`src/rtl/ts_os_rx_decoder_pkg.sv`:
```
// ts_os_rx_decoder_pkg: shared symbol constants, TS type / FSM state enums and
// the packed TS field record used by the ordered-set receive decoder.
package ts_os_rx_decoder_pkg;

    localparam logic [7:0] COM    = 8'hBC;
    localparam logic [7:0] PAD    = 8'hF7;
    localparam logic [7:0] TS1_ID = 8'h4A;
    localparam logic [7:0] TS2_ID = 8'h45;

    typedef enum logic {
        TS1 = 1'b0,
        TS2 = 1'b1
    } ts_type_e;

    typedef enum logic [1:0] {
        IDLE  = 2'd0,
        HDR   = 2'd1,
        IDENT = 2'd2
    } rx_state_e;

    // Everything that must match for two TS sets to count as identical.
    typedef struct packed {
        ts_type_e   ts_type;
        logic       link_pad;
        logic       lane_pad;
        logic [7:0] link_num;
        logic [7:0] lane_num;
        logic [7:0] n_fts;
        logic [7:0] rate_id;
        logic [7:0] train_ctrl;
    } ts_fields_t;

endpackage

```
`src/rtl/ts_os_rx_decoder.sv`:
```
// ts_os_rx_decoder: parses TS1/TS2 ordered sets from a decoded symbol stream
// and counts consecutive identical sets.
//   clk, rst_n (sync, active-low)
//   rx_valid/rx_data/rx_is_k : decoded symbol input, consumed when rx_valid=1
//   cnt_clear                : zeroes the consecutive count (LTSSM substate change)
//   ts_valid / ts_err        : one-cycle pulses for accepted / aborted sets
//   ts_type, link_num, lane_num, n_fts, rate_id, train_ctrl, link_pad, lane_pad
//                            : fields of the last accepted set
//   consec_cnt, ts_consec_hit: run length of identical sets and its threshold flag
module ts_os_rx_decoder
    import ts_os_rx_decoder_pkg::*;
#(
    parameter int unsigned CONSEC_TARGET = 8
) (
    input  logic       clk,
    input  logic       rst_n,
    input  logic       rx_valid,
    input  logic [7:0] rx_data,
    input  logic       rx_is_k,
    input  logic       cnt_clear,
    output logic       ts_valid,
    output logic       ts_type,
    output logic [7:0] link_num,
    output logic [7:0] lane_num,
    output logic [7:0] n_fts,
    output logic [7:0] rate_id,
    output logic [7:0] train_ctrl,
    output logic       link_pad,
    output logic       lane_pad,
    output logic [3:0] consec_cnt,
    output logic       ts_consec_hit,
    output logic       ts_err
);

    rx_state_e  r_state, w_state_nxt;
    logic [3:0] r_idx, w_idx_nxt;
    ts_fields_t r_cur, w_cur_nxt;
    ts_fields_t r_out;
    logic       r_valid, r_err;
    logic [3:0] r_cnt, w_cnt_nxt;
    logic       w_abort, w_accept, w_ok, w_com, w_pad, w_match;
    logic [7:0] w_id;

    assign w_com = rx_is_k && rx_data == COM;
    assign w_pad = rx_is_k && rx_data == PAD;
    assign w_id  = (r_cur.ts_type == TS2) ? TS2_ID : TS1_ID;

    always_comb begin
        w_state_nxt = r_state;
        w_idx_nxt   = r_idx;
        w_cur_nxt   = r_cur;
        w_abort     = 1'b0;
        w_accept    = 1'b0;
        w_ok        = 1'b0;
        if (rx_valid) begin
            // A COM always starts a fresh set, aborting whatever was in flight.
            if (w_com) begin
                w_abort     = (r_state != IDLE);
                w_state_nxt = HDR;
                w_idx_nxt   = 4'd1;
            end else if (r_state == HDR) begin
                w_ok = !rx_is_k || (w_pad && r_idx <= 4'd2);
                if (!w_ok) begin
                    w_abort     = 1'b1;
                    w_state_nxt = IDLE;
                    w_idx_nxt   = 4'd0;
                end else begin
                    case (r_idx)
                        4'd1: begin
                            w_cur_nxt.link_num = rx_data;
                            w_cur_nxt.link_pad = w_pad;
                        end
                        4'd2: begin
                            w_cur_nxt.lane_num = rx_data;
                            w_cur_nxt.lane_pad = w_pad;
                        end
                        4'd3:    w_cur_nxt.n_fts      = rx_data;
                        4'd4:    w_cur_nxt.rate_id    = rx_data;
                        default: w_cur_nxt.train_ctrl = rx_data;
                    endcase
                    w_state_nxt = (r_idx == 4'd5) ? IDENT : HDR;
                    w_idx_nxt   = r_idx + 4'd1;
                end
            end else if (r_state == IDENT) begin
                // Symbol 6 picks the identifier; 7-15 must repeat it.
                w_ok = !rx_is_k && ((r_idx == 4'd6) ? (rx_data == TS1_ID || rx_data == TS2_ID)
                                                    : (rx_data == w_id));
                if (!w_ok) begin
                    w_abort     = 1'b1;
                    w_state_nxt = IDLE;
                    w_idx_nxt   = 4'd0;
                end else begin
                    if (r_idx == 4'd6)
                        w_cur_nxt.ts_type = (rx_data == TS2_ID) ? TS2 : TS1;
                    w_accept    = (r_idx == 4'd15);
                    w_state_nxt = w_accept ? IDLE : IDENT;
                    w_idx_nxt   = w_accept ? 4'd0 : r_idx + 4'd1;
                end
            end
        end
    end

    // r_out doubles as the previous-TS copy; a zero count marks it invalid.
    assign w_match   = !cnt_clear && r_cnt != 4'd0 && r_cur == r_out;
    assign w_cnt_nxt = w_abort  ? 4'd0 :
                       w_accept ? (w_match ? ((r_cnt == 4'd15) ? r_cnt : r_cnt + 4'd1) : 4'd1) :
                       cnt_clear ? 4'd0 : r_cnt;

    always_ff @(posedge clk) begin
        if (!rst_n) begin
            r_state <= IDLE;
            r_idx   <= 4'd0;
            r_cur   <= '0;
            r_out   <= '0;
            r_valid <= 1'b0;
            r_err   <= 1'b0;
            r_cnt   <= 4'd0;
        end else begin
            r_state <= w_state_nxt;
            r_idx   <= w_idx_nxt;
            r_cur   <= w_cur_nxt;
            r_valid <= w_accept;
            r_err   <= w_abort;
            r_cnt   <= w_cnt_nxt;
            if (w_accept)
                r_out <= r_cur;
        end
    end

    assign ts_valid      = r_valid;
    assign ts_err        = r_err;
    assign ts_type       = r_out.ts_type;
    assign link_pad      = r_out.link_pad;
    assign lane_pad      = r_out.lane_pad;
    assign link_num      = r_out.link_num;
    assign lane_num      = r_out.lane_num;
    assign n_fts         = r_out.n_fts;
    assign rate_id       = r_out.rate_id;
    assign train_ctrl    = r_out.train_ctrl;
    assign consec_cnt    = r_cnt;
    assign ts_consec_hit = 32'(r_cnt) >= CONSEC_TARGET;

endmodule

```
`config.mk`:
```
export PLATFORM = sky130hd
export DESIGN_NAME = ts_os_rx_decoder
export DESIGN_NICKNAME = d
export VERILOG_FILES = /design/src/rtl/ts_os_rx_decoder_pkg.sv /design/src/rtl/ts_os_rx_decoder.sv
export SDC_FILE = /design/constraint.sdc
export NUM_CORES = 1
export LEC_CHECK = 0
export BUFFER_PORTS_ARGS = -buffer_cell sky130_fd_sc_hd__clkbuf_2
export CAP_MARGIN = 10
export CORE_MARGIN = 4
export CORE_UTILIZATION = 30
export CTS_CLUSTER_DIAMETER = 200
export DETAILED_ROUTE_END_ITERATION = 12
export PLACE_DENSITY = 0.47
export SLEW_MARGIN = 20
export SYNTH_ARGS = -nofsm -noshare
export SYNTH_HDL_FRONTEND = slang
export SYNTH_SLANG_ARGS = --single-unit
export TNS_END_PERCENT = 20
```
`constraint.sdc`:
```
create_clock -name clk -period 5.6 [get_ports clk]
set_input_delay 1.12 -clock clk [delete_from_list [all_inputs] [get_ports clk]]
set_output_delay 1.12 -clock clk [all_outputs]
set_load 0.02 [all_outputs]
```
==> results of run 1 <==
==> cells by family after synthesis <==
logic type	Yosys count	share of synthesized area, %
DFF	98	43.1
AOI/OAI and AO/OA	80	10.5
xor gates and xnor gates	43	8.27
adders and majority gates	6	1.65
buffers and inverters	33	3.27
and+or+nand+nor	222	23.8
muxes	43	9.45
==> report_power, final <==
group / leakage (nW) / internal [mW] / total, mW / switching, mW
sequential: 0.789 / 0.697 / 0.697 / 0.0000885
clock: 0.143 / 0.359 / 0.627 / 0.268
combinational: 1.58 / 0.00853 / 0.0391 / 0.0305
==> worst max-delay path: cells and delay by family <==
kind	cells	cell delay, ns
AND/OR/NAND/NOR	3	1.10
AO/OA/AOI/OAI	2	0.82
buffers and inverters	2	0.64
==> flip-flops by register name (all words and copies together), names as in the netlist, 2 cells and up <==
register / count
lane_num: 8
rate_id: 8
n_fts: 8
link_num: 8
r_idx: 4
r_cur: 43
r_state: 2
consec_cnt: 4
train_ctrl: 8
==> cell usage after synthesis (all sizes together) (2+ instances only) <==
| cell type | count | area share [%] |
|---|---|---|
| inv | 6 | 0.49 |
| or4 | 2 | 0.33 |
| nor2 | 27 | 2.2 |
| o21ai | 9 | 1.1 |
| mux2i | 43 | 9.5 |
| nand2 | 134 | 12 |
| or3 | 2 | 0.27 |
| nand4b | 2 | 0.38 |
| a31oi | 3 | 0.41 |
| xor2 | 43 | 8.3 |
| o2111ai | 4 | 0.91 |
| nand4 | 6 | 0.82 |
| and3b | 2 | 0.38 |
| nand2b | 3 | 0.47 |
| nor4b | 2 | 0.71 |
| a211oi | 2 | 0.44 |
| or2b | 2 | 0.38 |
| and3 | 2 | 0.30 |
| nand3 | 7 | 0.77 |
| and2 | 2 | 0.27 |
| ha | 6 | 1.6 |
| nand3b | 4 | 0.66 |
| nor3 | 6 | 0.77 |
| nor4 | 12 | 1.9 |
| dfxtp | 98 | 43 |
| a21oi | 52 | 5.7 |
| clkbuf | 19 | 1.8 |
| buf | 8 | 0.99 |
==> cell usage in the layout (no fill, tap or decap), types with 3 or more instances in the layout <==
| cell type | netlist | final |
|---|---|---|
| nand2_1 | 131 | 131 |
| dfxtp_1 | 98 | 98 |
| clkbuf_2 | 0 | 62 |
| a21oi_1 | 52 | 52 |
| xor2_1 | 43 | 43 |
| mux2i_1 | 43 | 43 |
| nor2_1 | 27 | 27 |
| nor4_1 | 10 | 10 |
| clkbuf_16 | 0 | 9 |
| nand3_1 | 7 | 7 |
| nand4_1 | 6 | 6 |
| ha_1 | 6 | 6 |
| inv_1 | 6 | 5 |
| nor3_1 | 5 | 5 |
| o21ai_0 | 5 | 5 |
| nand3b_1 | 4 | 4 |
| o2111ai_1 | 3 | 3 |
| o21ai_1 | 3 | 3 |
| a31oi_1 | 3 | 3 |
| nand2_4 | 3 | 3 |
==> final timing paths <==
kind	startpoint	to	slack, ns
worst max-delay path	rx_data[1]	train_ctrl[6]$_SDFFE_PN0P_	2.15
worst min-delay path	link_num[3]$_SDFFE_PN0P_	link_num[3]$_SDFFE_PN0P_	0.48
worst max register to register	r_idx[0]$_SDFFE_PN0P_	train_ctrl[6]$_SDFFE_PN0P_	2.88
worst min register to register	link_num[3]$_SDFFE_PN0P_	link_num[3]$_SDFFE_PN0P_	0.48
==> stage by stage <==
| stage | hold WS, ns | worst slack [ns] | instance area, um^2 | util (%) |
|---|---|---|---|---|
| detailed placement | 0.473 | 1.46 | 5000 | 34.0 |
| global placement | 0.467 | 1.63 | 4990 | 34.0 |
| floorplan | 0.460 | 2.92 | 4550 | - |
| CTS | 0.484 | 1.84 | 5290 | 36.0 |
| global route | 0.501 | 1.95 | 5300 | 36.1 |
| finish | 0.479 | 2.15 | 5300 | 36.1 |
==> layout make-up <==
| cell class | instances | area [um^2] | share of cell area, % |
|---|---|---|---|
| clock buffers | 12 | 246 | 4.65 |
| repair buffers | 64 | 325 | 6.14 |
| clock inverters | 4 | 51.3 | 0.968 |
| flip-flops and latches | 98 | 1960 | 37.0 |
| well taps | 184 | 230 | 4.34 |
| multi-input cells | 394 | 2460 | 46.4 |
| inverters | 6 | 25.0 | 0.472 |
==> layer usage <==
layer / part of all wire, % / GRT usage (%) / up-vias
li1: - / - / 1900
met2: 45 / 22.9 / 91
met1: 48 / 19.6 / 1744
met4: 2.2 / 6.59 / 0
met5: 0 / 0 / -
met3: 4.9 / 3.25 / 20
==> results.toml, run 1 <==
[run_status]
result_of_the_run = "finished clean"

[yosys]
post_syn_nets = 544
ys.flop_type = "dfxtp_1"
synth.avg_cell_area_um2 = 8.67
synth_enable_flop_cells = 0
synth_seq_area_share_pct = 43.1
area_of_the_mapped_netlist_mm2 = 0.00455
yosys_register_bits = 98
synth-warning-count = 0
postSynthCellCount = 525
synthArstFlopShare_pct = 0
synthDistinctLibCells = 57

[hold_path]
min_path_cells = 2
timing.hold.worst.class = "reg -> reg"

[cts]
cts.clk_slew.worst_paths_ns = 0.07
insertion_delay_ns = 0.35
cts_repair_resize_count = 0
buffer_depth_of_the_longest_clock_path = 2
inserted_clock_buffers = 9
ctsRootBufferMaster = "clkbuf_16"
cts_tree = "built"
post-cts-setup-buffers = 0
clock_tree.htree_level_count = 3
hold_buffers = 0
tritoncts_num_sinks = 98

[place]
dp.final_hpwl_um = 8800
io_buffer_count = 62
place_inst = 746
finalWeightedCongestion = 0.800

[sta]
setup_repair_after_global_routing_missed_its_margin = "no"
final_min_period_over_clock_period_pct = 61.6
fin_tns_setup_ns = 0
finalHoldViolCount = 0
setup_viol = 0
max_freq_mhz = 290
clock_skew_ns = 0.00900
min_period_ns = 3.45
finalMaxSlewViolations = 0
tightestPinTransition_ns = 0.860
slew_headroom_pct = 41.2

[routing]
total_routed_length_um = 12400
drt-pass1-iter-count = 4
dr_total_vias = 3755
drc = 0
drt_wl_cell_um = 16.3
initial_drt_markers = 173
viasPerCell = 4.93
ant_nets = 0

[global_routing]
global_route.overflow_total = 0
global_route_wire_length_before_repair_um = 20400
number_of_global_route_vias_before_repair = 3719
initial_antenna_violation_count = 0
grtUsageTotal_pct = 14.7
grt_start_max_net_pins = 68

[layout]
area.growth.synth_to_final_pct = 16.4
final_layout_size_suffix_gt1_share_pct = 16.8
antenna_cells_inserted = 0
final.fill_count = 1499
fin_nets = 592
instances_no_fill = 762

[worst_setup_path]
setup.worst_path.class = "in -> reg"
launching_element_type_of_the_critical_path = "input pin"
worst_setup_path_end_kind = "flop"
worstPathRequired_ns = 5.87
critical_path.max_stage_delay_ns = 0.71
cp_slowest_cell = "nor4bb_2"
worst-r2r-cell-count = 8
crit_fanout = 27
crit_path_cell_trace = "clkbuf_2 -> nor4bb_2 -> or3_1 -> o2111a_1 -> buf_4 -> nand2_1 -> a21oi_1"
cp.arrival_ns = 3.72

[pwr]
power.static_leakage_nw = 2.51
peakVddDrop_mv = 0.124
post-layout-total-power_mw = 1.36
p_per_area_mw_per_mm2 = 257

[floorplanning]
die_area_mm2 = 0.0172
top_level_ports = 63
initial_core_util_pct = 31.0
floorplan.die.width_um = 131
core_area_mm2 = 0.0147
die-height_um = 131
rows = 44

[run]
cap_violations = 0
Power figures use the tool's default switching activity.
==> run 2, diff against run 1 <==
PLACE_DENSITY = 0.49   (was 0.47)
clock period = 2.9 ns   (was 5.6 ns; I/O delays follow)
==> results.toml, run 2 (same netlist as run 1, synthesis figures left out) <==
[worst_setup_path]
reg_to_reg_slack_setup_ns = 0.16
crit_path_cell_trace = "inv_1 -> ha_1 -> a2111oi_0 -> nand4_1 -> or3_1 -> a211o_1 -> a21oi_1"
cp.arrival_ns = 3.02
cp_slowest_cell = "a2111oi_0"
regToRegEndpoint = "consec_cnt[1]$_SDFFE_PP0P_"
worstPathRequired_ns = 3.18
crit_fanout = 6
worst_setup_path_startpoint = "consec_cnt[0]$_SDFFE_PP0P_"
worst_setup_path_end_kind = "flop"
cp-endpoint = "consec_cnt[1]$_SDFFE_PP0P_"
critical_path.reg2reg.startpoint = "consec_cnt[0]$_SDFFE_PP0P_"
launching_element_type_of_the_critical_path = "flop"
critical_path.max_stage_delay_ns = 0.81
worst-r2r-cell-count = 7
setup.worst_path.class = "reg -> reg"

[layout]
mostFrequentLayoutCell = "nand2_1"
area.growth.synth_to_final_pct = 16.6
finish.instance_area_mm2 = 0.00531
antenna_cells_inserted = 0
final_layout_size_suffix_gt1_share_pct = 17.2
final.fill_count = 1500
number_of_flip_flops_in_the_largest_register = 43
layout_common_cells = "nand2_1 (131), dfxtp_1 (98), clkbuf_2 (62)"
registers.top_by_ff_count = "r_cur"
fin_nets = 597
fin_util_pct = 36.1

[cts]
cts_repair_resize_count = 0
clock_tree.htree_level_count = 3
tritoncts_num_sinks = 98
cts.clk_slew.worst_paths_ns = 0.07
inserted_clock_buffers = 9
post-cts-setup-buffers = 0
ctsRootBufferMaster = "clkbuf_16"
insertion_delay_ns = 0.35
hold_buffers = 0
cts_tree = "built"
buffer_depth_of_the_longest_clock_path = 2

[run_status]
result_of_the_run = "finished clean"

[sta]
min_period_ns = 2.74
clock_skew_ns = 0.00922
setup_viol = 0
tightestPinTransition_ns = 0.937
finalHoldViolCount = 0
hold_slack_ns = 0.480
max_freq_mhz = 365
fin_tns_setup_ns = 0
slew_headroom_pct = 35.9
setup_repair_after_global_routing_missed_its_margin = "no"
final_min_period_over_clock_period_pct = 94.4
finalMaxSlewViolations = 0

[floorplanning]
floorplan.die.width_um = 131
top_level_ports = 63
initial_core_util_pct = 31.0
die_area_mm2 = 0.0172
die-height_um = 131
core_area_mm2 = 0.0147
rows = 44

[run]
cap_violations = 0

[routing]
initial_drt_markers = 231
ant_nets = 0
total_routed_length_um = 12800
drt_wl_cell_um = 16.7
viasPerCell = 5.02
dr_total_vias = 3852
drc = 0
drt-pass1-iter-count = 4

[global_routing]
global_route_wire_length_before_repair_um = 20900
global_route.overflow_total = 0
grtUsageTotal_pct = 15.1
grt_start_max_net_pins = 51
number_of_global_route_vias_before_repair = 3804
initial_antenna_violation_count = 0

[place]
dpl_cell_area_mm2 = 0.00504
io_buffer_count = 62
dp.final_hpwl_um = 9260
finalWeightedCongestion = 0.770

[pwr]
power.static_leakage_nw = 2.52
peakVddDrop_mv = 0.249
post-layout-total-power_mw = 2.54
p_per_area_mw_per_mm2 = 478

[hold_path]
min_path_cells = 2
timing.hold.worst.class = "reg -> reg"
==> run 2: cell count changes in the layout (fill, tap and decap cells not counted) <==
| cell | delta |
|---|---|
| clkbuf_1 | +1 |
| nor4bb_2 | -1 |
| buf_4 | +4 |
| clkinvlp_4 | -1 |
| inv_6 | +1 |
| inv_4 | -1 |
| inv_2 | +1 |
| bufinv_16 | -1 |
| nor4bb_1 | +1 |
| buf_12 | +1 |
| clkinv_2 | +1 |
| clkbuf_8 | -1 |
==> run 2: worst min-delay path by stage <==
stage,start,end,slack (ns)
finish,rate_id[5]$_SDFFE_PN0P_,rate_id[5]$_SDFFE_PN0P_,0.48
global route,rate_id[5]$_SDFFE_PN0P_,rate_id[5]$_SDFFE_PN0P_,0.50
floorplan,r_cur[15]$_SDFFE_PN0P_,rate_id[7]$_SDFFE_PN0P_,0.46
detailed placement,rate_id[5]$_SDFFE_PN0P_,rate_id[5]$_SDFFE_PN0P_,0.47
CTS,rate_id[5]$_SDFFE_PN0P_,rate_id[5]$_SDFFE_PN0P_,0.48
global placement,train_ctrl[2]$_SDFFE_PN0P_,train_ctrl[2]$_SDFFE_PN0P_,0.47
==> run 2: final cells by class <==
cell class / count / area, um^2 / area share (%)
flip-flops and latches: 98 / 1960 / 37.0
inverters: 6 / 22.5 / 0.424
repair buffers: 69 / 375 / 7.07
clock inverters: 4 / 27.5 / 0.519
clock buffers: 12 / 236 / 4.46
multi-input cells: 394 / 2450 / 46.2
well taps: 184 / 230 / 4.34
==> run 2: power by group <==
| group | internal [mW] | switching, mW | leakage (nW) | total, mW |
|---|---|---|---|---|
| logic | 0.0200 | 0.0604 | 1.60 | 0.0804 |
| clock network | 0.585 | 0.525 | 0.131 | 1.11 |
| registers | 1.35 | 0.000173 | 0.789 | 1.35 |
| total | 1.95 | 0.586 | 2.52 | 2.54 |
==> run 2: worst max-delay path, delay by kind of cell, from the launching register on <==
family | cells | cell delay [ns]
and+or+nand+nor | 2 | 0.79
buffers and inverters | 1 | 0.07
DFF | 1 | 0.42
AOI/OAI and AO/OA | 3 | 1.18
adders and majority gates | 1 | 0.19
==> run 2: per-stage QoR <==
step / std cells / setup slack (ns)
after global placement: 751 / 0.226
final: 767 / 0.163
after detailed placement: 751 / 0.233
after CTS: 767 / 0.204
after floorplan: 525 / 0.756
after global routing: 767 / 0.114
==> run 2: layer usage <==
layer  track usage, %  wire (um)  up-vias
li1                 -          -     1909
met2             24.0       5870       72
met1             19.9       6140     1854
met4             6.07        301        0
met3             3.67        528       17
met5                0          0        -
==> run 3, diff against run 2 <==
CTS_BUF_LIST = sky130_fd_sc_hd__clkbuf_4   (was not set)
==> results.toml, run 3 (same netlist as run 1, synthesis figures left out) <==
[routing]
drt-pass1-iter-count = 4
initial_drt_markers = 296
dr_total_vias = 3852
viasPerCell = 5.02
drc = 0
ant_nets = 0
drt_wl_cell_um = 16.6
total_routed_length_um = 12800

[sta]
final_min_period_over_clock_period_pct = 94.7
post-route-worst-setup-slack_ns = 0.153
fin_tns_setup_ns = 0
tightestPinTransition_ns = 0.935
finalHoldViolCount = 0
hold_slack_ns = 0.423
setup_repair_after_global_routing_missed_its_margin = "no"
slew_headroom_pct = 36.1
setup_viol = 0
min_period_ns = 2.75
max_freq_mhz = 364
clock_skew_ns = 0.0177
finalMaxSlewViolations = 0

[floorplanning]
floorplan.die.width_um = 131
rows = 44
die-height_um = 131
die_area_mm2 = 0.0172
top_level_ports = 63
core_area_mm2 = 0.0147
initial_core_util_pct = 31.0

[run_status]
result_of_the_run = "finished clean"

[cts]
cts_tree = "built"
tritoncts_num_sinks = 98
cts_repair_resize_count = 0
hold_buffers = 0
ctsRootBufferMaster = "clkbuf_4"
inserted_clock_buffers = 9
buffer_depth_of_the_longest_clock_path = 2
post-cts-setup-buffers = 0
cts.clk_slew.worst_paths_ns = 0.16
clock_tree.htree_level_count = 3
insertion_delay_ns = 0.48

[worst_setup_path]
cp_slowest_cell = "a2111oi_0"
launching_element_type_of_the_critical_path = "flop"
worstPathRequired_ns = 3.33
worst_setup_path_end_kind = "flop"
cp.arrival_ns = 3.17
cp_top_family = "compound AO/OA/AOI/OAI gates"
crit_path_cell_trace = "inv_1 -> ha_1 -> a2111oi_0 -> nand4_1 -> or3_1 -> a211o_1 -> a21oi_1"
crit_fanout = 6
critical_path.n_buffers_inverters = 1
setup.worst_path.class = "reg -> reg"
critical_path.max_stage_delay_ns = 0.81

[global_routing]
global_route_wire_length_before_repair_um = 20800
global_route.peak_usage_layer = "met2"
global_route.usage.met1_pct = 19.9
global_route.overflow_total = 0
grt_start_max_net_pins = 51
grt.met2_usage_pct = 23.5
number_of_global_route_vias_before_repair = 3808
use_met3_pct = 3.36
initial_antenna_violation_count = 1
grtUsageTotal_pct = 15.1

[pwr]
power.static_leakage_nw = 2.47
peakVddDrop_mv = 0.154
p_per_area_mw_per_mm2 = 408
post-layout-total-power_mw = 2.11

[layout]
final_layout_size_suffix_gt1_share_pct = 17.7
fin_util_pct = 35.1
fin_nets = 597
layout_common_cells = "nand2_1 (131), dfxtp_1 (98), clkbuf_2 (62)"
instances_no_fill = 768
finish.instance_area_mm2 = 0.00516
registers.top_by_ff_count = "r_cur"
area.growth.synth_to_final_pct = 13.4
number_of_flip_flops_in_the_largest_register = 43
mostFrequentLayoutCell = "nand2_1"

[place]
place_inst = 751
dp.final_hpwl_um = 9260
pre_cts_slack_ns = 0.233
io_buffer_count = 62
finalWeightedCongestion = 0.770
dpl_cell_area_mm2 = 0.00504

[run]
cap_violations = 0

[hold_path]
timing.hold.worst.class = "in -> reg"
==> run 3: cell count changes in the layout (fill, tap and decap cells not counted), sizes merged <==
cell / before / now
diode: 0 / 1
==> run 3: metal layers <==
| layer | share of wire (%) | wire [um] |
|---|---|---|
| met4 | 2.9 | 375 |
| met1 | 47 | 5950 |
| met2 | 46 | 5890 |
| met3 | 4.2 | 541 |
| met5 | 0 | 0 |
==> run 3: final timing paths <==
kind	startpoint	slack (ns)	endpoint	depth (start not counted)
worst max-delay path	consec_cnt[0]$_SDFFE_PP0P_	0.15	consec_cnt[1]$_SDFFE_PP0P_	7
worst min-delay path	rst_n	0.42	r_state[0]$_SDFFE_PN0P_	3
worst max register to register	consec_cnt[0]$_SDFFE_PP0P_	0.15	consec_cnt[1]$_SDFFE_PP0P_	7
worst min register to register	r_cur[26]$_SDFFE_PN0P_	0.49	lane_num[2]$_SDFFE_PN0P_	2
==> run 3: cell type report <==
| type | instances | area (um^2) |
|---|---|---|
| clock inverter | 4 | 27.5 |
| inverter | 6 | 22.5 |
| antenna | 1 | 2.50 |
| fill | 1509 | 9540 |
| multi-input combinational | 394 | 2450 |
| clock buffer | 12 | 90.1 |
| timing repair buffer | 69 | 375 |
| sequential | 98 | 1960 |
| tap | 184 | 230 |
==> run 3: worst reg2reg max path, delay by kind of cell (launching register included) <==
family / cells / cell delay [ns]
and+or+nand+nor: 2 / 0.79
adders and majority gates: 1 / 0.19
DFF: 1 / 0.46
AOI/OAI and AO/OA: 3 / 1.18
buffers and inverters: 1 / 0.07
==> run 3: report_power, final <==
part | internal, mW | leakage, nW | switching [mW]
Combinational | 0.0200 | 1.60 | 0.0600
Sequential | 1.35 | 0.789 | 0.000171
Clock | 0.208 | 0.0717 | 0.473
Total | 1.58 | 2.47 | 0.533
